[config.mk]
export PLATFORM = sky130hd
export DESIGN_NAME = mem_arbiter
export DESIGN_NICKNAME = d
export VERILOG_FILES = /design/src/rtl/mem_arb_pkg.sv /design/src/rtl/mem_arb_rr.sv /design/src/rtl/mem_arbiter.sv
export SDC_FILE = /design/constraint.sdc
export NUM_CORES = 1
export LEC_CHECK = 0
export CAP_MARGIN = 20
export CORE_ASPECT_RATIO = 0.6
export CORE_MARGIN = 2
export CORE_UTILIZATION = 30
export DETAILED_ROUTE_END_ITERATION = 8
export GPL_TIMING_DRIVEN = 0
export PLACE_DENSITY = 0.77
export SLEW_MARGIN = 5
export SYNTH_ARGS = -nofsm -noshare
export SYNTH_HDL_FRONTEND = slang
export SYNTH_SLANG_ARGS = --single-unit
export TNS_END_PERCENT = 1
[constraint.sdc]
create_clock -name clock -period 1.4 [get_ports clock]
set_input_delay 0.14 -clock clock [delete_from_list [all_inputs] [get_ports clock]]
set_output_delay 0.14 -clock clock [all_outputs]
set_load 0.02 [all_outputs]
[src/rtl/mem_arb_pkg.sv]
// mem_arb_pkg: shared types and constants for the two-port memory arbiter.
//   - arb_state_e : sequencer states (IDLE, ACCESS, WAIT, DONE)
//   - port_sel_e  : requester select (PORT_A, PORT_B)
//   - AW_DEF / DW_DEF : default memory address / data widths
//   - CNT_W       : width of the optional completed-access counters
//   - sat_inc     : saturating increment used by those counters
package mem_arb_pkg;

  localparam int AW_DEF = 5;
  localparam int DW_DEF = 8;
  localparam int CNT_W  = 16;

  typedef enum logic [1:0] {
    IDLE   = 2'd0,
    ACCESS = 2'd1,
    WAIT   = 2'd2,
    DONE   = 2'd3
  } arb_state_e;

  typedef enum logic {
    PORT_A = 1'b0,
    PORT_B = 1'b1
  } port_sel_e;

  // Increment that sticks at all-ones instead of wrapping.
  function automatic logic [CNT_W-1:0] sat_inc(input logic [CNT_W-1:0] v);
    logic [CNT_W-1:0] r;
    if (v == {CNT_W{1'b1}}) begin
      r = v;
    end else begin
      r = v + {{(CNT_W-1){1'b0}}, 1'b1};
    end
    return r;
  endfunction

endpackage

[src/rtl/mem_arb_rr.sv]
// mem_arb_rr: 2-way round-robin picker.
// Ports:
//   req_a, req_b  in  : pending requests
//   last_grant    in  : port that won the previous arbitration
//   grant_valid   out : at least one request is pending
//   grant_sel     out : winning port; on a tie the port that did not win last
module mem_arb_rr
  import mem_arb_pkg::*;
(
  input  logic      req_a,
  input  logic      req_b,
  input  port_sel_e last_grant,
  output logic      grant_valid,
  output port_sel_e grant_sel
);

  // Pick the winner; a tie goes to the port that was not granted last time.
  always_comb begin
    grant_valid = req_a | req_b;
    grant_sel   = PORT_A;
    if (req_a && req_b) begin
      grant_sel = (last_grant == PORT_A) ? PORT_B : PORT_A;
    end else if (req_b) begin
      grant_sel = PORT_B;
    end else begin
      grant_sel = PORT_A;
    end
  end

endmodule

[src/rtl/mem_arbiter.sv]
// mem_arbiter: round-robin arbiter and sequencer for a shared synchronous
// memory with two requesters (A and B).
// Ports:
//   clock, resetn                : clock (rising edge), async active-low reset
//   {a,b}_req/_we/_addr/_wdata   : request, held stable until the matching ack
//   {a,b}_ack                    : one-cycle completion pulse
//   {a,b}_rdata / {a,b}_err      : read data and "mem_valid low at sample" flag,
//                                  valid with ack on reads, held otherwise
//   mem_address/mem_data/mem_wren: to memory; wren high only in ACCESS
//   mem_q / mem_valid            : from memory
//   busy                         : FSM not in IDLE
//   grant_cnt_a / grant_cnt_b    : completed-access counters
// Optional feature macro: MEM_ARB_STATS_EN enables the saturating counters;
// without it both counter outputs are constant zero.
module mem_arbiter
  import mem_arb_pkg::*;
#(
  parameter int AW           = AW_DEF,
  parameter int DW           = DW_DEF,
  parameter int READ_LATENCY = 1
) (
  input  logic             clock,
  input  logic             resetn,
  input  logic             a_req,
  input  logic             a_we,
  input  logic [AW-1:0]    a_addr,
  input  logic [DW-1:0]    a_wdata,
  output logic             a_ack,
  output logic [DW-1:0]    a_rdata,
  output logic             a_err,
  input  logic             b_req,
  input  logic             b_we,
  input  logic [AW-1:0]    b_addr,
  input  logic [DW-1:0]    b_wdata,
  output logic             b_ack,
  output logic [DW-1:0]    b_rdata,
  output logic             b_err,
  output logic [AW-1:0]    mem_address,
  output logic [DW-1:0]    mem_data,
  output logic             mem_wren,
  input  logic [DW-1:0]    mem_q,
  input  logic             mem_valid,
  output logic             busy,
  output logic [CNT_W-1:0] grant_cnt_a,
  output logic [CNT_W-1:0] grant_cnt_b
);

  // WAIT lasts READ_LATENCY cycles: the counter is loaded with LAT-1 and
  // mem_q is sampled on the cycle it reads zero.
  localparam logic [1:0] LAT_LOAD = 2'(READ_LATENCY - 1);

  arb_state_e    state_q, state_d;
  port_sel_e     last_grant_q, last_grant_d;
  port_sel_e     sel_q, sel_d;
  logic          we_q, we_d;
  logic [1:0]    lat_cnt_q, lat_cnt_d;
  // mem_address_q / mem_data_q double as the latched request address/data.
  logic [AW-1:0] mem_address_q, mem_address_d;
  logic [DW-1:0] mem_data_q, mem_data_d;
  logic          mem_wren_q, mem_wren_d;
  logic          a_ack_q, a_ack_d;
  logic          b_ack_q, b_ack_d;
  logic [DW-1:0] a_rdata_q, a_rdata_d;
  logic [DW-1:0] b_rdata_q, b_rdata_d;
  logic          a_err_q, a_err_d;
  logic          b_err_q, b_err_d;
  logic          busy_q, busy_d;

  logic          grant_valid_s;
  port_sel_e     grant_sel_s;
  logic          done_entry_s;

  mem_arb_rr u_rr (
    .req_a       (a_req),
    .req_b       (b_req),
    .last_grant  (last_grant_q),
    .grant_valid (grant_valid_s),
    .grant_sel   (grant_sel_s)
  );

  // Next-state and next-output logic of the access sequencer.
  always_comb begin
    state_d       = state_q;
    last_grant_d  = last_grant_q;
    sel_d         = sel_q;
    we_d          = we_q;
    lat_cnt_d     = lat_cnt_q;
    mem_address_d = mem_address_q;
    mem_data_d    = mem_data_q;
    mem_wren_d    = 1'b0;
    a_rdata_d     = a_rdata_q;
    b_rdata_d     = b_rdata_q;
    a_err_d       = a_err_q;
    b_err_d       = b_err_q;
    done_entry_s  = 1'b0;

    case (state_q)
      IDLE: begin
        if (grant_valid_s) begin
          sel_d        = grant_sel_s;
          last_grant_d = grant_sel_s;
          if (grant_sel_s == PORT_B) begin
            we_d          = b_we;
            mem_address_d = b_addr;
            mem_data_d    = b_wdata;
            mem_wren_d    = b_we;
          end else begin
            we_d          = a_we;
            mem_address_d = a_addr;
            mem_data_d    = a_wdata;
            mem_wren_d    = a_we;
          end
          state_d = ACCESS;
        end else begin
          state_d = IDLE;
        end
      end
      ACCESS: begin
        if (we_q) begin
          state_d      = DONE;
          done_entry_s = 1'b1;
        end else begin
          state_d   = WAIT;
          lat_cnt_d = LAT_LOAD;
        end
      end
      WAIT: begin
        if (lat_cnt_q == 2'd0) begin
          if (sel_q == PORT_B) begin
            b_rdata_d = mem_q;
            b_err_d   = ~mem_valid;
          end else begin
            a_rdata_d = mem_q;
            a_err_d   = ~mem_valid;
          end
          state_d      = DONE;
          done_entry_s = 1'b1;
        end else begin
          lat_cnt_d = lat_cnt_q - 2'd1;
        end
      end
      DONE: begin
        state_d = IDLE;
      end
      default: begin
        state_d = IDLE;
      end
    endcase

    // Ack is raised as DONE is entered so it is visible for the DONE cycle.
    a_ack_d = done_entry_s & (sel_q == PORT_A);
    b_ack_d = done_entry_s & (sel_q == PORT_B);
    busy_d  = (state_d != IDLE);
  end

  // State and registered outputs; reset aborts any access in flight.
  always_ff @(posedge clock or negedge resetn) begin
    if (!resetn) begin
      state_q       <= IDLE;
      last_grant_q  <= PORT_B;
      sel_q         <= PORT_A;
      we_q          <= 1'b0;
      lat_cnt_q     <= 2'd0;
      mem_address_q <= {AW{1'b0}};
      mem_data_q    <= {DW{1'b0}};
      mem_wren_q    <= 1'b0;
      a_ack_q       <= 1'b0;
      b_ack_q       <= 1'b0;
      a_rdata_q     <= {DW{1'b0}};
      b_rdata_q     <= {DW{1'b0}};
      a_err_q       <= 1'b0;
      b_err_q       <= 1'b0;
      busy_q        <= 1'b0;
    end else begin
      state_q       <= state_d;
      last_grant_q  <= last_grant_d;
      sel_q         <= sel_d;
      we_q          <= we_d;
      lat_cnt_q     <= lat_cnt_d;
      mem_address_q <= mem_address_d;
      mem_data_q    <= mem_data_d;
      mem_wren_q    <= mem_wren_d;
      a_ack_q       <= a_ack_d;
      b_ack_q       <= b_ack_d;
      a_rdata_q     <= a_rdata_d;
      b_rdata_q     <= b_rdata_d;
      a_err_q       <= a_err_d;
      b_err_q       <= b_err_d;
      busy_q        <= busy_d;
    end
  end

  assign mem_address = mem_address_q;
  assign mem_data    = mem_data_q;
  assign mem_wren    = mem_wren_q;
  assign a_ack       = a_ack_q;
  assign b_ack       = b_ack_q;
  assign a_rdata     = a_rdata_q;
  assign b_rdata     = b_rdata_q;
  assign a_err       = a_err_q;
  assign b_err       = b_err_q;
  assign busy        = busy_q;

`ifdef MEM_ARB_STATS_EN
  logic [CNT_W-1:0] cnt_a_q, cnt_a_d;
  logic [CNT_W-1:0] cnt_b_q, cnt_b_d;

  // Counters step together with the ack they count.
  always_comb begin
    cnt_a_d = a_ack_d ? sat_inc(cnt_a_q) : cnt_a_q;
    cnt_b_d = b_ack_d ? sat_inc(cnt_b_q) : cnt_b_q;
  end

  // Completed-access counter registers.
  always_ff @(posedge clock or negedge resetn) begin
    if (!resetn) begin
      cnt_a_q <= {CNT_W{1'b0}};
      cnt_b_q <= {CNT_W{1'b0}};
    end else begin
      cnt_a_q <= cnt_a_d;
      cnt_b_q <= cnt_b_d;
    end
  end

  assign grant_cnt_a = cnt_a_q;
  assign grant_cnt_b = cnt_b_q;
`else
  assign grant_cnt_a = {CNT_W{1'b0}};
  assign grant_cnt_b = {CNT_W{1'b0}};
`endif

endmodule

==> run metrics, run 1 <==
Final GP Congestion 0.769; sequential power share 30.2%; Synth Warn # 0; IO Port Bufs 75; Net Sw Frac around 37%; CP arrival around 1500 ps; DRC viols 6; Worst-path clk slew 60 ps; worst ir drop on vdd just over 700 uV; Final Hold Fails 0; layout cells sized above 1 33.0%; Starting Density 31.4%; fillcell total roughly 600; Post-synth EDFFs 0; # IOs 108; Pre-antenna DRT Iters 9; WL/cell 12.7 um; clock sink count 42; final setup vio count 0; fmax 727 MHz; Final Power 7.06 mW; cells after synthesis 194; core area 6790 um2; Post-Synth Simple-Gate Area 8.79%; drt first-iter violations 69; global-route wire length before repair 8300 um; mux share of post-synthesis cell area a little under a tenth; gr usage total 13.2%; Critical Path RT approximately 1600 ps; fin nets 360; Worst Path Class, Setup reg -> reg; main combinational cell family by area after synthesis compound AO/OA/AOI/OAI gates; clock tree root buffer cell clkbuf_16; synthesis-to-layout area growth 62.0%; RSZ-0062 raised after global routing true; CTS tree yes; largest net degree at the start of global routing 32; clk_lat worst skew 270 ps; initial antenna violation count 0; HPWL Detailed 3910 um; worst hold path type in -> async; via-per-instance ratio between 4 and 5; diode count 0; cell area after synthesis 2140 um2; CP Max Fanout 5; CTS Buf Count 5; vias in the first global route 1665; Detailed Route WL 5100 um; Synth top area share 48.0%; Synth Area in Adders 2.93%; Core Rows 23; PwrDens 2040 nW/um2; top cells by area, synth dfrtp_1, buf_4, mux2_2; asr flop ratio synth 100%; die area 7830 um2; Final Critical Period 1380 ps; CP Capture Type register; Clk pwr share 15.9%; Avg Cell Area, Syn 11.0 um2; Most used DFF post-synth dfrtp_1; Setup Skew roughly 2 ps; status finished with violations; GRT overflow 0; max-cap viol count 0; Die Ht 69.4 um; leak pwr roughly 1.7 nW; via count 1681; sequential area share after synthesis 49.3%; Chip Width 113 um; final period utilization 98.3%; failing checks design-rule violations; Final Max Tran Viols 0; P_int 4.42 mW; H-tree depth 2; Distinct cells, synth 29; top cell type by total area after synthesis dfrtp_1; Synth Area in Compound Gates 15.3%; Post-Synth XOR/XNOR Area 0%; synthesized flop and latch total 42; P_sw 2.64 mW; combinational share of power 53.8%; Setup crit start kind register; DRT antenna net count 0; Min Hold Slack 291 ps; Max Root-Sink Buffers 2
## cell usage after synthesis (2+ instances only)
cell type   n
buf_6       2
inv_1       4
nand2_1    17
a22o_1      2
mux2i_1     2
buf_2       2
a21oi_1    13
nor4b_1     2
a21oi_2    18
mux2_2     16
buf_4      34
o21ai_0     5
ha_1        5
dfrtp_1    41
nor2_1     17
## per-stage QoR
step,std cells,utilization (%),setup TNS [ps],area [um2],setup slack (ps)
floorplan,225,-,0,2260,6.50
global placement,387,45.9,-38450,3120,-877
detailed placement,388,46.1,-3380,3130,-178
CTS,401,49.6,0,3370,5.35
global route,402,51.0,-339,3460,-40.4
finish,402,51.0,0,3460,24.0
## cell families after synthesis
group | Yosys count
multiplexers | 18
AO/OA/AOI/OAI | 44
AND/OR/NAND/NOR | 42
other | 1
flip-flops | 42
adder cells (fa/ha/maj) | 5
buffers and inverters | 42
## critical path, cell delays in order (launching register included)
cell,delay (ps)
dfrtp_1,370
inv_2,60
ha_4,170
nand3b_1,160
buf_6,150
mux2_2,340
## repair_timing
| action | 4_1_cts | 5_1_grt |
|---|---|---|
| endpoints found under the setup margin | 28 | 51 |
| gates resized for setup | 13 | 32 |
| hold endpoints to repair | 11 | 0 |
| hold buffers | 1 | 0 |
| gates cloned | 1 | 0 |
| pin swaps | 1 | 3 |
| buffers inserted | 4 | 1 |
## sequential cells by signal, summed over array words and instances, names as in the netlist
name / count
a_ack: 1
a_err: 1
a_rdata: 8
b_ack: 1
b_err: 1
b_rdata: 8
busy: 1
last_grant_q: 1
lat_cnt_q: 2
mem_address: 5
mem_data: 8
mem_wren: 1
sel_q: 1
state_q: 2
we_q: 1
## power groups by stage
stage          clock network [mW]  logic (mW)  registers [mW]
4_1_cts                      1.16        3.80            2.14
3_5_place_dp                    0        3.60            2.16
5_1_grt                      1.22        4.11            2.21
6_report                     1.12        3.80            2.14
3_3_place_gp                    0        3.50            2.13
2_1_floorplan                   0        1.51            2.72
## cell type report
type                            count  area, um2  share of cell area [%]
Timing Repair Buffer               83        882                    25.5
Multi-Input combinational cell    141        958                    27.7
Tap cell                           87        109                    3.15
Clock inverter                      1       5.00                   0.145
Clock buffer                        7        143                    4.12
Buffer                             37        297                    8.57
Inverter                            4       15.0                   0.434
Sequential cell                    42       1050                    30.4
## placed cells by master, fill, tap and decap left out, types with 2 or more instances in the layout
cell type and n:
buf_6 6, ha_4 3, dlymetal6s2s_1 23, o21ai_0 3, a21oi_1 13, dfrtp_1 41, mux2i_1 2, buf_4 37
nor2_1 17, conb_1 32, mux2_2 16, clkbuf_16 5, nor4b_1 2, a21oi_2 18, inv_2 4, o21ai_2 2
nand2_1 16, clkdlybuf4s50_1 51
## per-layer routing
metal	GRT usage [%]	vias up	part of all wire [%]	wire [um]
li1	-	832	-	-
met1	17.2	775	46	2320
met3	5.07	4	9.0	461
met2	21.0	70	45	2270
met4	2.71	0	0.75	38
met5	0	-	0	0
## path summary, 6_finish.rpt
| path | startpoint | end | slack, ps | depth (start not counted) |
|---|---|---|---|---|
| max | lat_cnt_q[0] | a_rdata[4] | 20 | 5 |
| min | resetn | a_err | 290 | 2 |
| max reg2reg | lat_cnt_q[0] | a_rdata[4] | 20 | 5 |
| min reg2reg | a_err | a_err | 500 | 2 |
| max in group asynchronous | resetn | last_grant_q | 580 | 3 |
| min in group clock | a_addr[1] | mem_address[1] | 410 | 3 |
No activity file was read; power rests on OpenSTA's default activity.
==> run 2, diff against run 1 <==
RECOVER_POWER = 100   (was not set)
==> run metrics, run 2 (synthesis results as in run 1) <==
WL/cell 12.7 um; M1 GR Usage 17.2%; fin nets 360; GRT overflow 0; worst hold path type in -> reg; layout cells sized above 1 between 30% and 40%; leak pwr 1.46 nW; Max Root-Sink Buffers 2; clock tree root buffer cell clkbuf_16; Die Ht 69.4 um; Critical Path RT ~1600 ps; Rel. slew slack 51.6%; Worst-path clk slew about 60 ps; initial antenna violation count 0; die area a little under 8000 um2; via count roughly 1700; drt first-iter violations 57; vias in the first global route around 1700; status finished with violations; CTS tree yes; PwrDens around 2100 nW/um2; Core Rows 23; Pre-antenna DRT Iters 8; IO Port Bufs 75; Chip Width approximately 110 um; diode count 0; Setup crit start kind register; via-per-instance ratio 4.20; largest net degree at the start of global routing 32; final period utilization 98.9%; final setup vio count 0; CP Capture Type register; failing checks design-rule violations; P_sw 2.64 mW; max-cap viol count 0; clock sink count 42; DRT antenna net count 0; fmax ~720 MHz; CTS Buf Count 5; Slew @ Worst Pin 726 ps; Final Hold Fails 0; P_int 4.04 mW; met3 usage a little over 5%; most frequent cells in the layout clkdlybuf4s50_1, dfrtp_1, buf_4, conb_1, clkbuf_1; GR peak layer met2; core area roughly 6800 um2; Worst Path Class, Setup reg -> reg; Fin Setup TNS 0 ps; worst setup margin 15.4 ps; combinational share of power approximately half; Final Critical Period 1380 ps; Net Sw Frac 39.6%; Setup Skew 1.94 ps; sequential power share between 30 and 40%; RSZ-0062 raised after global routing true; GR met2 Demand/Resource 21.0%; CP arrival around 1500 ps; worst ir drop on vdd ~670 uV; clk_lat worst skew roughly 270 ps; most common cell after layout, fill and taps aside clkdlybuf4s50_1; HPWL Detailed 3910 um; Final Max Tran Viols 0; DRC viols 6; CP Max Fanout 5; Final GP Congestion between 0.7 and 0.8; synthesis-to-layout area growth 52.0%; Detailed Route WL 5120 um; pre-CTS setup slack -178 ps; gr usage total 13.2%; H-tree depth 2; Clk pwr share 16.8%; # IOs 108; Starting Density 31.4%; global-route wire length before repair 8300 um
## run 2: cell count changes in the layout (fill, tap and decap cells not counted), sizes merged
cell and change:
clkbuf +25, buf -2, dlymetal6s2s -23
## run 2: stage by stage
step,instances,power (mW),util (%),area [um2],hold WS (ps)
2_1_floorplan,225,4.23,-,2260,-156
3_3_place_gp,387,5.63,45.9,3120,465
3_5_place_dp,388,5.76,46.1,3130,42.6
4_1_cts,401,7.11,49.6,3370,282
5_1_grt,402,7.16,47.8,3250,410
6_report,402,6.69,47.8,3250,407
## run 2: final timing paths
kind	startpoint	endpoint	slack (ps)	cells past startpoint
worst max-delay path	last_grant_q	we_q	20	3
worst min-delay path	a_addr[1]	mem_address[1]	410	3
worst max register to register	last_grant_q	we_q	20	3
worst min register to register	a_err	a_err	500	2
max in group asynchronous	resetn	last_grant_q	270	3
min in group asynchronous	resetn	a_err	440	2
## run 2: cell type report
cell class / count / area [um2]
Clock inverter: 1 / 5.00
Timing Repair Buffer: 83 / 679
Sequential cell: 42 / 1050
Clock buffer: 7 / 143
Inverter: 4 / 15.0
Buffer: 37 / 297
Multi-Input combinational cell: 141 / 947
Tap cell: 87 / 109
Fill cell: 651 / 3540
## run 2: power by group through the flow
stage	Sequential [mW]	Clock (mW)	Combinational [mW]
floorplan	2.72	0	1.51
global placement	2.13	0	3.50
detailed placement	2.16	0	3.60
CTS	2.14	1.16	3.80
global route	2.22	1.22	3.71
finish	2.14	1.12	3.42
## run 2: repair_timing
action / CTS / global route
gates resized for setup: 13 / 32
pin swaps: 1 / 3
endpoints found under the setup margin: 28 / 51
setup buffers: 4 / 1
endpoints found under the hold margin: 11 / 0
gates cloned: 1 / 0
hold buffers: 1 / 0
## run 2: worst max-delay path, stage by stage (launching register included)
cell and delay (ps):
dfstp_2 580, a21bo_1 240, mux2i_1 330, a21oi_1 110
## run 2: per-layer routing
metal	vias to the layer above	part of all wire (%)	wire [um]
met2	75	44	2270
met5	-	0	0
met3	4	9.7	499
met1	779	45	2310
li1	832	-	-
met4	0	0.74	38
==> run 3, diff against run 2 <==
CORE_MARGIN = not set   (was 2)
==> run metrics, run 3 (synthesis results as in run 1) <==
WL/cell 12.3 um; design area 3300 um2; Pre-antenna DRT Iters 4; Starting Density 31.6%; final setup vio count 0; global-route wire length before repair 7990 um; worst setup margin 12.5 ps; Worst-path clk slew 60 ps; R2R cell count 5; most common cell after layout, fill and taps aside clkdlybuf4s50_1; HPWL Detailed about 3800 um; Final Power 6.86 mW; CP Capture Type register; Detailed Route WL approximately 4900 um; M1 GR Usage approximately 18%; Critical Path RT 1560 ps; Final Critical Period 1390 ps; Core Rows 23; core area between 6000 and 7000 um2; die area about 7500 um2; layout cells sized above 1 32.4%; DRT antenna net count 0; clk_lat worst skew between 200 and 300 ps; drt first-iter violations 64; Setup Skew 3.46 ps; via-per-instance ratio 4.12; GRT overflow 0; IO Port Bufs 75; GR met2 Demand/Resource about 22%; Final Max Tran Viols 0; Max Root-Sink Buffers 2; Setup crit start kind register; diode count 0; status complete, no violations; Critical R2R Capture a_rdata[4]; fillcell total 650; GR peak layer met2; max-cap viol count 0; Final Util 48.8%; worst hold path type in -> async; Chip Width 111 um; met3 usage just over 5%; most frequent cells in the layout clkdlybuf4s50_1, dfrtp_1, buf_4, conb_1; Worst Path Class, Setup reg -> reg; r2r startpoint state_q[0]; worst ir drop on vdd 1120 uV; pre-CTS setup slack -145 ps; largest net degree at the start of global routing 24; CP arrival 1540 ps; CTS Buf Count 5; synthesis-to-layout area growth 54.4%; leak pwr 1.49 nW; Final Hold Fails 0; Post-DP Area about 3100 um2; fin nets 360; RSZ-0062 raised after global routing true; CTS tree yes; Fin Setup TNS 0 ps; PwrDens 2080 nW/um2; Die Ht just under 70 um; DRC viols 0; H-tree depth 2; # IOs 108; gr usage total between 10% and 20%; initial antenna violation count 0; vias in the first global route 1590; clock sink count between 40 and 50; Final GP Congestion slightly below 0.8; via count 1655; clock tree root buffer cell clkbuf_16; CP Max Fanout 5; R2R setup slack 10 ps; fmax 721 MHz; final period utilization 99.1%
==> run 3: changes by cell type in the layout (fill, tap and decap cells not counted), moves of 2 or more <==
cell	delta
o21ai_1	+2
a21oi_2	+2
clkbuf_1	-6
clkdlybuf4s50_1	+4
a21oi_1	-2
==> run 3: metal layers <==
layer	up-vias	routed length [um]
li1	830	-
met1	752	2330
met2	71	2170
met3	2	408
met4	0	25
met5	-	0
==> run 3: worst max path at each step <==
stage | startpoint | end | slack, ps | cells past startpoint
final | state_q[0] | a_rdata[4] | 10 | 5
after global routing | state_q[1] | lat_cnt_q[0] | -50 | 5
after CTS | state_q[0] | a_rdata[4] | -4 | 5
after detailed placement | a_req | we_q | -150 | 4
after global placement | resetn | mem_data[3] | -930 | 1
after floorplan | state_q[0] | a_rdata[0] | 6 | 6
==> run 3: what timing repair did <==
| item | CTS | global route |
|---|---|---|
| hold buffers | 1 | 0 |
| gates cloned | 1 | 0 |
| buffers inserted | 3 | 2 |
| endpoints found under the hold margin | 19 | 0 |
| setup endpoints to repair | 28 | 41 |
| pin swaps | 1 | 7 |
| resized for setup | 11 | 32 |
==> run 3: worst max-delay path, stage by stage, from the launching register on <==
cell      delay [ps]
dfrtp_1          390
inv_2             80
ha_4             160
nand3b_1         150
buf_6            150
mux2_2           340
==> run 3: where the power goes <==
group | total, mW | switching, mW | internal (mW) | leakage [nW]
Sequential | 2.15 | 0.344 | 1.81 | 0.493
Combinational | 3.44 | 1.86 | 1.59 | 0.910
Clock | 1.27 | 0.439 | 0.834 | 0.0836
==> run 3: stage by stage <==
| step | hold slack [ps] | instances |
|---|---|---|
| floorplan | -156 | 225 |
| global placement | 464 | 387 |
| detailed placement | 119 | 388 |
| CTS | 367 | 400 |
| global route | 411 | 402 |
| finish | 366 | 402 |
==> run 3: cell type report <==
cell class | count | area (um2) | share of cell area [%]
Clock buffer | 5 | 125 | 3.79
Buffer | 37 | 297 | 8.99
Sequential cell | 42 | 1050 | 31.9
Multi-Input combinational cell | 141 | 967 | 29.3
Clock inverter | 3 | 40.0 | 1.21
Timing Repair Buffer | 83 | 693 | 21.0
Tap cell | 87 | 109 | 3.30
Inverter | 4 | 15.0 | 0.455
